===== src/rtl/ws_pkg.sv =====
// rtl/ws_pkg.sv - shared FSM encoding and default geometry for the weight-stationary scheduler
package ws_pkg;

    localparam int def_size      = 4;
    localparam int def_bit_width = 8;
    localparam int def_acc_width = 32;

    localparam logic [2:0] st_idle    = 3'd0;
    localparam logic [2:0] st_load    = 3'd1;
    localparam logic [2:0] st_compute = 3'd2;
    localparam logic [2:0] st_drain   = 3'd3;
    localparam logic [2:0] st_done    = 3'd4;

endpackage


===== src/rtl/ws_skew_buf.sv =====
// rtl/ws_skew_buf.sv - per-lane diagonal delay line; lane i is delayed i+1 cycles
module ws_skew_buf #(
    parameter int size      = 4,
    parameter int bit_width = 8
) (
    input  logic                      clk,
    input  logic                      rst_n,
    input  logic                      enable,
    input  logic [size*bit_width-1:0] row,
    output logic [size*bit_width-1:0] skewed
);

    for (genvar i = 0; i < size; i++) begin : g_lane
        logic [bit_width-1:0] pipe [0:i];

        always_ff @(posedge clk) begin
            if (!rst_n) begin
                for (int j = 0; j <= i; j++) pipe[j] <= '0;
            end else if (enable) begin
                pipe[0] <= row[i*bit_width +: bit_width];
                for (int j = 1; j <= i; j++) pipe[j] <= pipe[j-1];
            end
        end

        assign skewed[i*bit_width +: bit_width] = pipe[i];
    end

endmodule


===== src/rtl/ws_sched4x4.sv =====
// rtl/ws_sched4x4.sv - job scheduler feeding weights and skewed data rows into a systolic array
module ws_sched4x4
    import ws_pkg::*;
#(
    parameter int size      = def_size,
    parameter int bit_width = def_bit_width,
    parameter int acc_width = def_acc_width,
    parameter int lat       = 2*size
) (
    input  logic                      clk,
    input  logic                      rst_n,
    input  logic                      start,
    input  logic [7:0]                num_rows,
    input  logic                      wt_valid,
    output logic                      wt_ready,
    input  logic [size*bit_width-1:0] wt_in,
    input  logic                      data_valid,
    output logic                      data_ready,
    input  logic [size*bit_width-1:0] data_in,
    output logic                      arr_control,
    output logic [size*bit_width-1:0] arr_wt,
    output logic [size*bit_width-1:0] arr_data,
    input  logic [acc_width*size-1:0] arr_acc,
    output logic                      res_valid,
    output logic [acc_width*size-1:0] res_data,
    output logic                      busy,
    output logic                      done
);

    logic [2:0]     state;
    logic [7:0]     nrows_q;
    logic [7:0]     wt_cnt;
    logic [7:0]     row_cnt;
    logic [7:0]     res_cnt;
    logic [lat-1:0] vpipe;
    logic           wt_beat;
    logic           data_beat;

    assign wt_ready    = (state == st_load);
    assign data_ready  = (state == st_compute) && (row_cnt != nrows_q);
    assign wt_beat     = wt_valid && wt_ready;
    assign data_beat   = data_valid && data_ready;
    assign arr_control = wt_beat;
    assign arr_wt      = wt_beat ? wt_in : '0;
    assign busy        = (state != st_idle);
    assign done        = (state == st_done);
    assign res_valid   = vpipe[lat-1];

    // Non-beat cycles push an all-zero bubble so row spacing survives the skew.
    ws_skew_buf #(
        .size      (size),
        .bit_width (bit_width)
    ) u_skew (
        .clk    (clk),
        .rst_n  (rst_n),
        .enable (busy),
        .row    (data_beat ? data_in : '0),
        .skewed (arr_data)
    );

    // vpipe[k] marks a data beat accepted k+1 cycles ago; the last bit is res_valid.
    always_ff @(posedge clk) begin
        if (!rst_n) begin
            vpipe    <= '0;
            res_data <= '0;
        end else begin
            vpipe    <= {vpipe[lat-2:0], data_beat};
            res_data <= vpipe[lat-2] ? arr_acc : '0;
        end
    end

    always_ff @(posedge clk) begin
        if (!rst_n) begin
            state   <= st_idle;
            nrows_q <= '0;
            wt_cnt  <= '0;
            row_cnt <= '0;
            res_cnt <= '0;
        end else begin
            if (state != st_idle && vpipe[lat-2]) res_cnt <= res_cnt + 8'd1;
            case (state)
                st_idle: begin
                    if (start) begin
                        nrows_q <= num_rows;
                        wt_cnt  <= '0;
                        row_cnt <= '0;
                        res_cnt <= '0;
                        state   <= st_load;
                    end
                end
                st_load: begin
                    if (wt_beat) begin
                        wt_cnt <= wt_cnt + 8'd1;
                        if (wt_cnt == 8'(size - 1))
                            state <= (nrows_q != 8'd0) ? st_compute : st_done;
                    end
                end
                st_compute: begin
                    if (data_beat) begin
                        row_cnt <= row_cnt + 8'd1;
                        if (row_cnt == nrows_q - 8'd1) state <= st_drain;
                    end
                end
                st_drain: begin
                    if (res_cnt == nrows_q) state <= st_done;
                end
                st_done: state <= st_idle;
                default: state <= st_idle;
            endcase
        end
    end

endmodule


===== config.mk =====
export PLATFORM = sky130hd
export DESIGN_NAME = ws_sched4x4
export DESIGN_NICKNAME = d
export VERILOG_FILES = /design/src/rtl/ws_pkg.sv /design/src/rtl/ws_skew_buf.sv /design/src/rtl/ws_sched4x4.sv
export SDC_FILE = /design/constraint.sdc
export NUM_CORES = 1
export LEC_CHECK = 0
export CORE_MARGIN = 3
export CORE_UTILIZATION = 37
export CTS_CLUSTER_DIAMETER = 150
export DETAILED_ROUTE_END_ITERATION = 8
export PLACE_DENSITY_LB_ADDON = 0.1
export SYNTH_ARGS = -nofsm -noshare
export SYNTH_HDL_FRONTEND = slang
export SYNTH_SLANG_ARGS = --single-unit

===== constraint.sdc =====
create_clock -name clk -period 4 [get_ports clk]
set_input_delay 1 -clock clk [delete_from_list [all_inputs] [get_ports clk]]
set_output_delay 1 -clock clk [all_outputs]
set_load 0.005 [all_outputs]

==> metrics.txt, run 1 <==
# TYPE chip_impl_metric gauge
chip_impl_metric{name="initial_core_utilization",unit=""} 0.381
chip_impl_metric{name="grt_ovf",unit=""} 0
chip_impl_metric{name="synthesis.nets",unit=""} 976
chip_impl_metric{name="setup-violations-final",unit=""} 0
chip_impl_metric{name="port-buffer-count",unit=""} 402
chip_impl_metric{name="grt_max_degree",unit=""} 130
chip_impl_metric{name="post-route-period-util",unit=""} 0.879
chip_impl_metric{name="layout_min_cycle_time",unit="ns"} 3.52
chip_impl_metric{name="drive_gt1_frac",unit=""} 0.0588
chip_impl_info{name="hold_path_startpoint",value="vpipe[2]"} 1
chip_impl_metric{name="timing_worst_slew_pin_value",unit="ns"} 1.03
chip_impl_metric{name="synthesis.area",unit="µm²"} 9050
chip_impl_metric{name="dieHeight",unit="µm"} 162
chip_impl_info{name="path_delay_family",value="buffers and inverters"} 1
chip_impl_metric{name="layout.cell_area.non_filler",unit="µm²"} 14000
chip_impl_metric{name="cts_num_sinks",unit=""} 251
chip_impl_metric{name="timing.slew.headroom",unit=""} 0.313
chip_impl_info{name="ys_top_cells_by_count",value="and3_1, dfxtp_1, edfxtp_1, clkbuf_1"} 1
chip_impl_metric{name="post_cts_hold_buffer_count",unit=""} 0
chip_impl_info{name="synthMostInstantiatedCell",value="and3_1"} 1
chip_impl_metric{name="firstDrtPassIters",unit=""} 4
chip_impl_metric{name="synth_top_cell_area_share",unit=""} 0.378
chip_impl_metric{name="number_of_instances_in_the_synthesized_netlist",unit=""} 766
chip_impl_metric{name="critPathMaxStageDelay",unit="ns"} 0.51
chip_impl_metric{name="fin_worst_skew",unit="ns"} 0.0161
chip_impl_metric{name="syn-mean-instance-area",unit="µm²"} 11.8
chip_impl_info{name="crit_slowest_cell",value="clkdlybuf4s50_1"} 1
chip_impl_info{name="hold_path_class",value="flip-flop to flip-flop"} 1
chip_impl_info{name="root_buffer",value="clkbuf_16"} 1
chip_impl_metric{name="seqCellArea",unit="µm²"} 5830
chip_impl_metric{name="number_of_synthesized_register_bits",unit=""} 251
chip_impl_info{name="critical_path.reg2reg.endpoint",value="state[2]"} 1
chip_impl_metric{name="ctsLongestPathBuffers",unit=""} 3
chip_impl_info{name="setup_repair_after_global_routing_missed_its_margin",value="false"} 1
chip_impl_metric{name="die_width",unit="µm"} 162
chip_impl_metric{name="cts.repair_timing.setup_buffer_count",unit=""} 0
chip_impl_metric{name="postCtsResizedCells",unit=""} 0
chip_impl_metric{name="setup.reg_to_reg.worst_slack",unit="ns"} 1.80
chip_impl_metric{name="vias_in_the_first_global_route",unit=""} 6557
chip_impl_metric{name="core_box_area",unit="µm²"} 23800
chip_impl_metric{name="grt_first_pass_wirelength",unit="µm"} 39200
chip_impl_metric{name="synth_enable_flop_cells",unit=""} 80
chip_impl_info{name="timing.rr.start",value="state[1]"} 1
chip_impl_metric{name="finalNetCount",unit=""} 1328
chip_impl_metric{name="wl",unit="µm"} 26500
chip_impl_metric{name="report.final.slew_viol_count",unit=""} 0
chip_impl_info{name="synth_ff_type",value="dfxtp_1"} 1
chip_impl_metric{name="dr_total_vias",unit=""} 6745
chip_impl_info{name="status",value="finished clean"} 1
chip_impl_info{name="synth_area_leaders",value="dfxtp_1, edfxtp_1, and3_1, xor2_1, clkbuf_1"} 1
chip_impl_metric{name="cts-htree-levels",unit=""} 1
chip_impl_metric{name="gr-usage-all-layers",unit=""} 0.192
chip_impl_metric{name="whs_path_depth",unit=""} 1
chip_impl_metric{name="cts_buffers",unit=""} 28
chip_impl_metric{name="filler_cell_count",unit=""} 1970
chip_impl_metric{name="cell_area_power_density",unit="nW/µm²"} 409
chip_impl_info{name="endpoint_kind",value="primary output"} 1
chip_impl_metric{name="initialDrtViolationCount",unit=""} 314
chip_impl_metric{name="place_congestion",unit=""} 0.863
chip_impl_metric{name="drtAntennaViolNets",unit=""} 0
chip_impl_metric{name="postSynth.asyncResetShare",unit=""} 0
chip_impl_metric{name="p_leak",unit="nW"} 6.23
chip_impl_info{name="whs_endpoint",value="vpipe[3]"} 1
chip_impl_metric{name="clk_pin_slew_worst_paths",unit="ns"} 0.06
chip_impl_metric{name="synthDistinctLibCells",unit=""} 43
chip_impl_metric{name="max-vdd-ir-drop",unit="mV"} 0.377
chip_impl_metric{name="ff2ff_path_depth",unit=""} 4
chip_impl_metric{name="timing.setup.tns",unit="ns"} 0
chip_impl_metric{name="place.detailed.hpwl",unit="µm"} 19000
chip_impl_metric{name="route.detailed.vias_per_inst",unit=""} 4.62
chip_impl_metric{name="grt_antenna_before_repair",unit=""} 4
chip_impl_metric{name="max_cap_viol_count",unit=""} 0
chip_impl_info{name="crit_type",value="input port to primary output"} 1
chip_impl_info{name="timing.critical_path.mode_cell",value="clkdlybuf4s50_1"} 1
chip_impl_metric{name="crit_path_max_fanout",unit=""} 32
chip_impl_info{name="startpoint_type",value="input port"} 1
chip_impl_metric{name="area_delta_synth_final",unit="%"} 55.0
chip_impl_metric{name="cp.buffers_inverters",unit=""} 3
chip_impl_metric{name="worst-endpoint-required",unit="ns"} 3.00
chip_impl_metric{name="finalHoldViolCount",unit=""} 0
chip_impl_metric{name="design.die.area",unit="µm²"} 26400
chip_impl_info{name="timing.critical_path.cells",value="clkdlybuf4s50_1 > buf_4 > and3_1 > clkdlybuf4s50_1"} 1
chip_impl_metric{name="synth_sequential_area_ratio",unit=""} 0.644
chip_impl_metric{name="post_drt_wl_per_cell",unit="µm"} 18.2
chip_impl_metric{name="clk_lat_worst_skew",unit="ns"} 0.54
chip_impl_metric{name="num_rows",unit=""} 56
chip_impl_metric{name="drc_errors",unit=""} 0
chip_impl_info{name="critical_path_start",value="wt_valid"} 1
chip_impl_metric{name="cp_data_arrival_time",unit="ns"} 2.52
chip_impl_metric{name="multi_input_area",unit="µm²"} 2750
chip_impl_metric{name="placed_area",unit="µm²"} 13100
chip_impl_metric{name="fmaxAchievable",unit="MHz"} 284
chip_impl_info{name="yosys.area.top_type",value="dfxtp_1"} 1
chip_impl_metric{name="io-pin-count",unit=""} 403
chip_impl_info{name="tritoncts",value="built"} 1
chip_impl_metric{name="ys_warn_count",unit=""} 0
worst max-delay path by stage:
stage,end,slack [ns],cells after the start
final,arr_wt[7],0.48,4
after global routing,arr_wt[7],0.39,4
after floorplan,u_skew.g_lane[0].pipe[0][0],0.39,3
after global placement,arr_wt[6],0.56,4
after CTS,arr_wt[12],0.49,4
after detailed placement,arr_wt[18],0.49,4
registers in the layout (all words and copies together) (netlist names):
register            count
res_cnt                 8
vpipe                   8
res_data              128
u_skew.g_lane.pipe     80
state                   3
wt_cnt                  8
nrows_q                 8
row_cnt                 8
cells by family after synthesis:
| group | count (synthesis) | synth area share |
|---|---|---|
| buffers and inverters | 94 | 0.0536 |
| adders and majority gates | 5 | 0.00691 |
| AOI/OAI and AO/OA | 17 | 0.0145 |
| and+or+nand+nor | 350 | 0.233 |
| DFF | 251 | 0.644 |
| xor gates and xnor gates | 40 | 0.0387 |
| muxes | 9 | 0.00995 |
worst reg2reg max path, stage by stage, from the launching register on:
cell      delay (ns)
dfxtp_1         0.49
nor3b_1         0.59
o211a_4         0.55
nand4_1         0.23
a211oi_1        0.26
metal layers:
metal / global-route usage / wire (µm)
met1: 0.224 / 10400
met2: 0.329 / 13000
met3: 0.0730 / 2410
met4: 0.0620 / 641
met5: 0 / 10
per-stage QoR:
step / hold slack (ns) / power [mW] / worst slack, ns / cells / utilization
floorplan: 0.412 / 2.95 / 0.386 / 766 / -
global placement: 0.415 / 3.23 / 0.556 / 1407 / 0.551
detailed placement: 0.419 / 3.23 / 0.491 / 1407 / 0.551
CTS: 0.421 / 5.81 / 0.487 / 1458 / 0.590
global route: 0.432 / 5.96 / 0.390 / 1461 / 0.590
finish: 0.426 / 5.74 / 0.483 / 1461 / 0.590
cell usage in the layout, fill, tap and decap left out, types with 5 or more instances in the layout:
cell type | synthesis | final
and3_1 | 242 | 242
clkdlybuf4s50_1 | 0 | 401
nand3_1 | 6 | 6
xnor2_1 | 10 | 10
ha_1 | 5 | 5
nor2_1 | 30 | 30
clkbuf_16 | 0 | 28
edfxtp_1 | 80 | 80
xor2_1 | 30 | 30
dfxtp_1 | 171 | 170
buf_4 | 25 | 10
nor2b_1 | 9 | 9
nand2_1 | 18 | 17
inv_1 | 5 | 5
and2_1 | 9 | 9
nand4_1 | 12 | 12
clkinv_2 | 0 | 8
mux2i_1 | 9 | 9
layout make-up:
cell class,instances,area share
clock inverter,16,0.0120
timing repair buffer,411,0.292
sequential,251,0.416
multi-input combinational,421,0.196
tap,319,0.0285
inverter,5,0.00134
antenna,3,0.000535
clock buffer,35,0.0547
power breakdown:
group | total (mW) | switching (mW) | leakage (nW) | internal (mW)
combinational | 0.449 | 0.161 | 3.52 | 0.289
sequential | 2.72 | 0.0249 | 2.24 | 2.70
clock | 2.57 | 1.02 | 0.469 | 1.55
total | 5.74 | 1.20 | 6.23 | 4.54
Note: power is estimated with default switching activity, not from simulation.
==> inputs of run 2 (changes only) <==
--- a/config.mk
+++ b/config.mk
@@ -10,6 +10,7 @@
 export CTS_CLUSTER_DIAMETER = 150
 export DETAILED_ROUTE_END_ITERATION = 8
 export PLACE_DENSITY_LB_ADDON = 0.1
+export SLEW_MARGIN = 20
 export SYNTH_ARGS = -nofsm -noshare
 export SYNTH_HDL_FRONTEND = slang
 export SYNTH_SLANG_ARGS = --single-unit
==> constraint.sdc (replaced) <==
create_clock -name clk -period 3.3 [get_ports clk]
set_input_delay 0.825 -clock clk [delete_from_list [all_inputs] [get_ports clk]]
set_output_delay 0.825 -clock clk [all_outputs]
set_load 0.005 [all_outputs]
==> metrics.txt, run 2 (synthesized netlist as in run 1, its figures left out) <==
# TYPE chip_impl_metric gauge
chip_impl_info{name="status",value="finished clean"} 1
chip_impl_metric{name="setup-violations-final",unit=""} 0
chip_impl_info{name="top_register",value="res_data"} 1
chip_impl_metric{name="power_switching_share",unit=""} 0.209
chip_impl_metric{name="report.final.slew_viol_count",unit=""} 0
chip_impl_metric{name="port-buffer-count",unit=""} 402
chip_impl_metric{name="route.detailed.vias_per_inst",unit=""} 4.66
chip_impl_metric{name="fmaxAchievable",unit="MHz"} 318
chip_impl_metric{name="p_int",unit="mW"} 5.37
chip_impl_info{name="hold_path_startpoint",value="vpipe[3]"} 1
chip_impl_metric{name="dieHeight",unit="µm"} 162
chip_impl_metric{name="postCtsResizedCells",unit=""} 0
chip_impl_info{name="commonest_non_fill_non_tap_cell_in_the_layout",value="clkdlybuf4s50_1"} 1
chip_impl_metric{name="firstDrtPassIters",unit=""} 5
chip_impl_metric{name="clk_pin_slew_worst_paths",unit="ns"} 0.06
chip_impl_metric{name="cp_data_arrival_time",unit="ns"} 2.32
chip_impl_metric{name="initialDrtViolationCount",unit=""} 360
chip_impl_metric{name="grt_antenna_before_repair",unit=""} 1
chip_impl_metric{name="largest_reg_flops",unit=""} 128
chip_impl_metric{name="gr-usage-all-layers",unit=""} 0.191
chip_impl_metric{name="drc_errors",unit=""} 0
chip_impl_metric{name="design.die.area",unit="µm²"} 26400
chip_impl_metric{name="fin_worst_skew",unit="ns"} 0.0250
chip_impl_metric{name="grt_ovf",unit=""} 0
chip_impl_metric{name="post_layout_nonfiller_instances",unit=""} 1461
chip_impl_info{name="path_delay_family",value="simple AND/OR/NAND/NOR gates"} 1
chip_impl_metric{name="finalHoldViolCount",unit=""} 0
chip_impl_metric{name="dr_total_vias",unit=""} 6807
chip_impl_metric{name="place.detailed.hpwl",unit="µm"} 19100
chip_impl_metric{name="layout_min_cycle_time",unit="ns"} 3.14
chip_impl_metric{name="timing.slew.headroom",unit=""} 0.337
chip_impl_metric{name="num_rows",unit=""} 56
chip_impl_info{name="crit_slowest_cell",value="or4_4"} 1
chip_impl_metric{name="p_leak",unit="nW"} 6.23
chip_impl_metric{name="crit_path_max_fanout",unit=""} 5
chip_impl_metric{name="timing_worst_slew_pin_value",unit="ns"} 0.995
chip_impl_info{name="root_buffer",value="clkbuf_16"} 1
chip_impl_metric{name="cts.repair_timing.setup_buffer_count",unit=""} 0
chip_impl_metric{name="area_delta_synth_final",unit="%"} 54.9
chip_impl_metric{name="post_cts_hold_buffer_count",unit=""} 0
chip_impl_info{name="hold_path_class",value="flip-flop to flip-flop"} 1
chip_impl_metric{name="drive_gt1_frac",unit=""} 0.0596
chip_impl_info{name="endpoint_kind",value="primary output"} 1
chip_impl_metric{name="max_cap_viol_count",unit=""} 0
chip_impl_metric{name="die_width",unit="µm"} 162
chip_impl_metric{name="drtAntennaViolNets",unit=""} 0
chip_impl_metric{name="cell_area_power_density",unit="nW/µm²"} 485
chip_impl_metric{name="power_share_of_the_combinational_group",unit=""} 0.081
chip_impl_metric{name="critPathMaxStageDelay",unit="ns"} 0.52
chip_impl_metric{name="cts_num_sinks",unit=""} 251
chip_impl_info{name="timing.critical_path.cells",value="xor2_1 > or4_4 > o21a_1 > clkdlybuf4s50_1"} 1
chip_impl_info{name="crit_type",value="flip-flop to primary output"} 1
chip_impl_metric{name="worst-endpoint-required",unit="ns"} 2.47
chip_impl_metric{name="grt_first_pass_wirelength",unit="µm"} 39500
chip_impl_metric{name="io-pin-count",unit=""} 403
chip_impl_info{name="tritoncts",value="built"} 1
chip_impl_metric{name="grt_max_degree",unit=""} 169
chip_impl_metric{name="p_switching",unit="mW"} 1.42
chip_impl_metric{name="core_box_area",unit="µm²"} 23800
chip_impl_metric{name="finalNetCount",unit=""} 1331
chip_impl_metric{name="post-route-period-util",unit=""} 0.953
chip_impl_metric{name="initial_core_utilization",unit=""} 0.381
chip_impl_info{name="largestRegisters",value="res_data x128, u_skew.g_lane.pipe x80"} 1
chip_impl_metric{name="vias_in_the_first_global_route",unit=""} 6688
chip_impl_metric{name="timing.setup.tns",unit="ns"} 0
chip_impl_info{name="critical_path_start",value="nrows_q[4]"} 1
chip_impl_metric{name="wl",unit="µm"} 26400
chip_impl_info{name="mostFrequentLayoutCells",value="clkdlybuf4s50_1, and3_1, dfxtp_1"} 1
chip_impl_metric{name="seq_power_share",unit=""} 0.486
chip_impl_metric{name="cts-htree-levels",unit=""} 1
chip_impl_metric{name="place_congestion",unit=""} 0.820
chip_impl_info{name="timing.rr.start",value="state[2]"} 1
chip_impl_metric{name="dp.cells",unit=""} 1410
chip_impl_metric{name="clk_lat_worst_skew",unit="ns"} 0.54
chip_impl_metric{name="ctsLongestPathBuffers",unit=""} 3
chip_impl_info{name="startpoint_type",value="flip-flop"} 1
chip_impl_metric{name="post_drt_wl_per_cell",unit="µm"} 18.1
chip_impl_metric{name="max-vdd-ir-drop",unit="mV"} 0.343
chip_impl_metric{name="filler_cell_count",unit=""} 1988
chip_impl_metric{name="clock_power_share",unit=""} 0.433
chip_impl_metric{name="cp.buffers_inverters",unit=""} 1
chip_impl_metric{name="cts_buffers",unit=""} 28
chip_impl_info{name="setup_repair_after_global_routing_missed_its_margin",value="false"} 1
==> run 2: power by group through the flow <==
stage | combinational, mW | sequential [mW] | clock (mW)
2_1_floorplan | 0.217 | 3.35 | 0
3_3_place_gp | 0.554 | 3.36 | 0
3_5_place_dp | 0.557 | 3.37 | 0
4_1_cts | 0.559 | 3.30 | 3.02
5_1_grt | 0.602 | 3.30 | 3.15
6_report | 0.553 | 3.30 | 2.94
==> run 2: path summary, 6_finish.rpt <==
kind / end / slack, ns / cells past startpoint
hold reg to reg: vpipe[4] / 0.43 / 1
setup / recovery: data_ready / 0.16 / 4
hold / removal: vpipe[4] / 0.43 / 1
setup reg to reg: res_cnt[7] / 0.92 / 8
==> run 2: layout make-up <==
class                   count  area (µm²)  area share
diodes                      1        2.50    0.000179
multi-input cells         421        2750       0.196
inverters                   5        18.8     0.00134
clock inverters            11        93.8     0.00670
repair buffers            414        4140       0.295
well taps                 319         399      0.0285
flip-flops and latches    251        5830       0.416
clock buffers              39         792      0.0565
==> run 2: metal layers <==
layer,global-route usage,wire length [µm],vias up,share of wire
met1,0.215,10000,3136,0.38
met5,0,0,-,0
met3,0.0740,2600,45,0.098
met2,0.337,13100,252,0.50
met4,0.0539,648,0,0.025
li1,-,-,3374,-
==> run 2: stage by stage <==
stage | power, mW | hold WS (ns) | util | setup slack [ns] | area [µm²]
after detailed placement | 3.92 | 0.419 | 0.553 | 0.271 | 13100
after CTS | 6.88 | 0.432 | 0.590 | 0.113 | 14000
after floorplan | 3.57 | 0.412 | - | 0.651 | 9050
final | 6.79 | 0.430 | 0.590 | 0.156 | 14000
after global placement | 3.92 | 0.417 | 0.553 | 0.278 | 13100
after global routing | 7.05 | 0.455 | 0.590 | 0.0489 | 14000
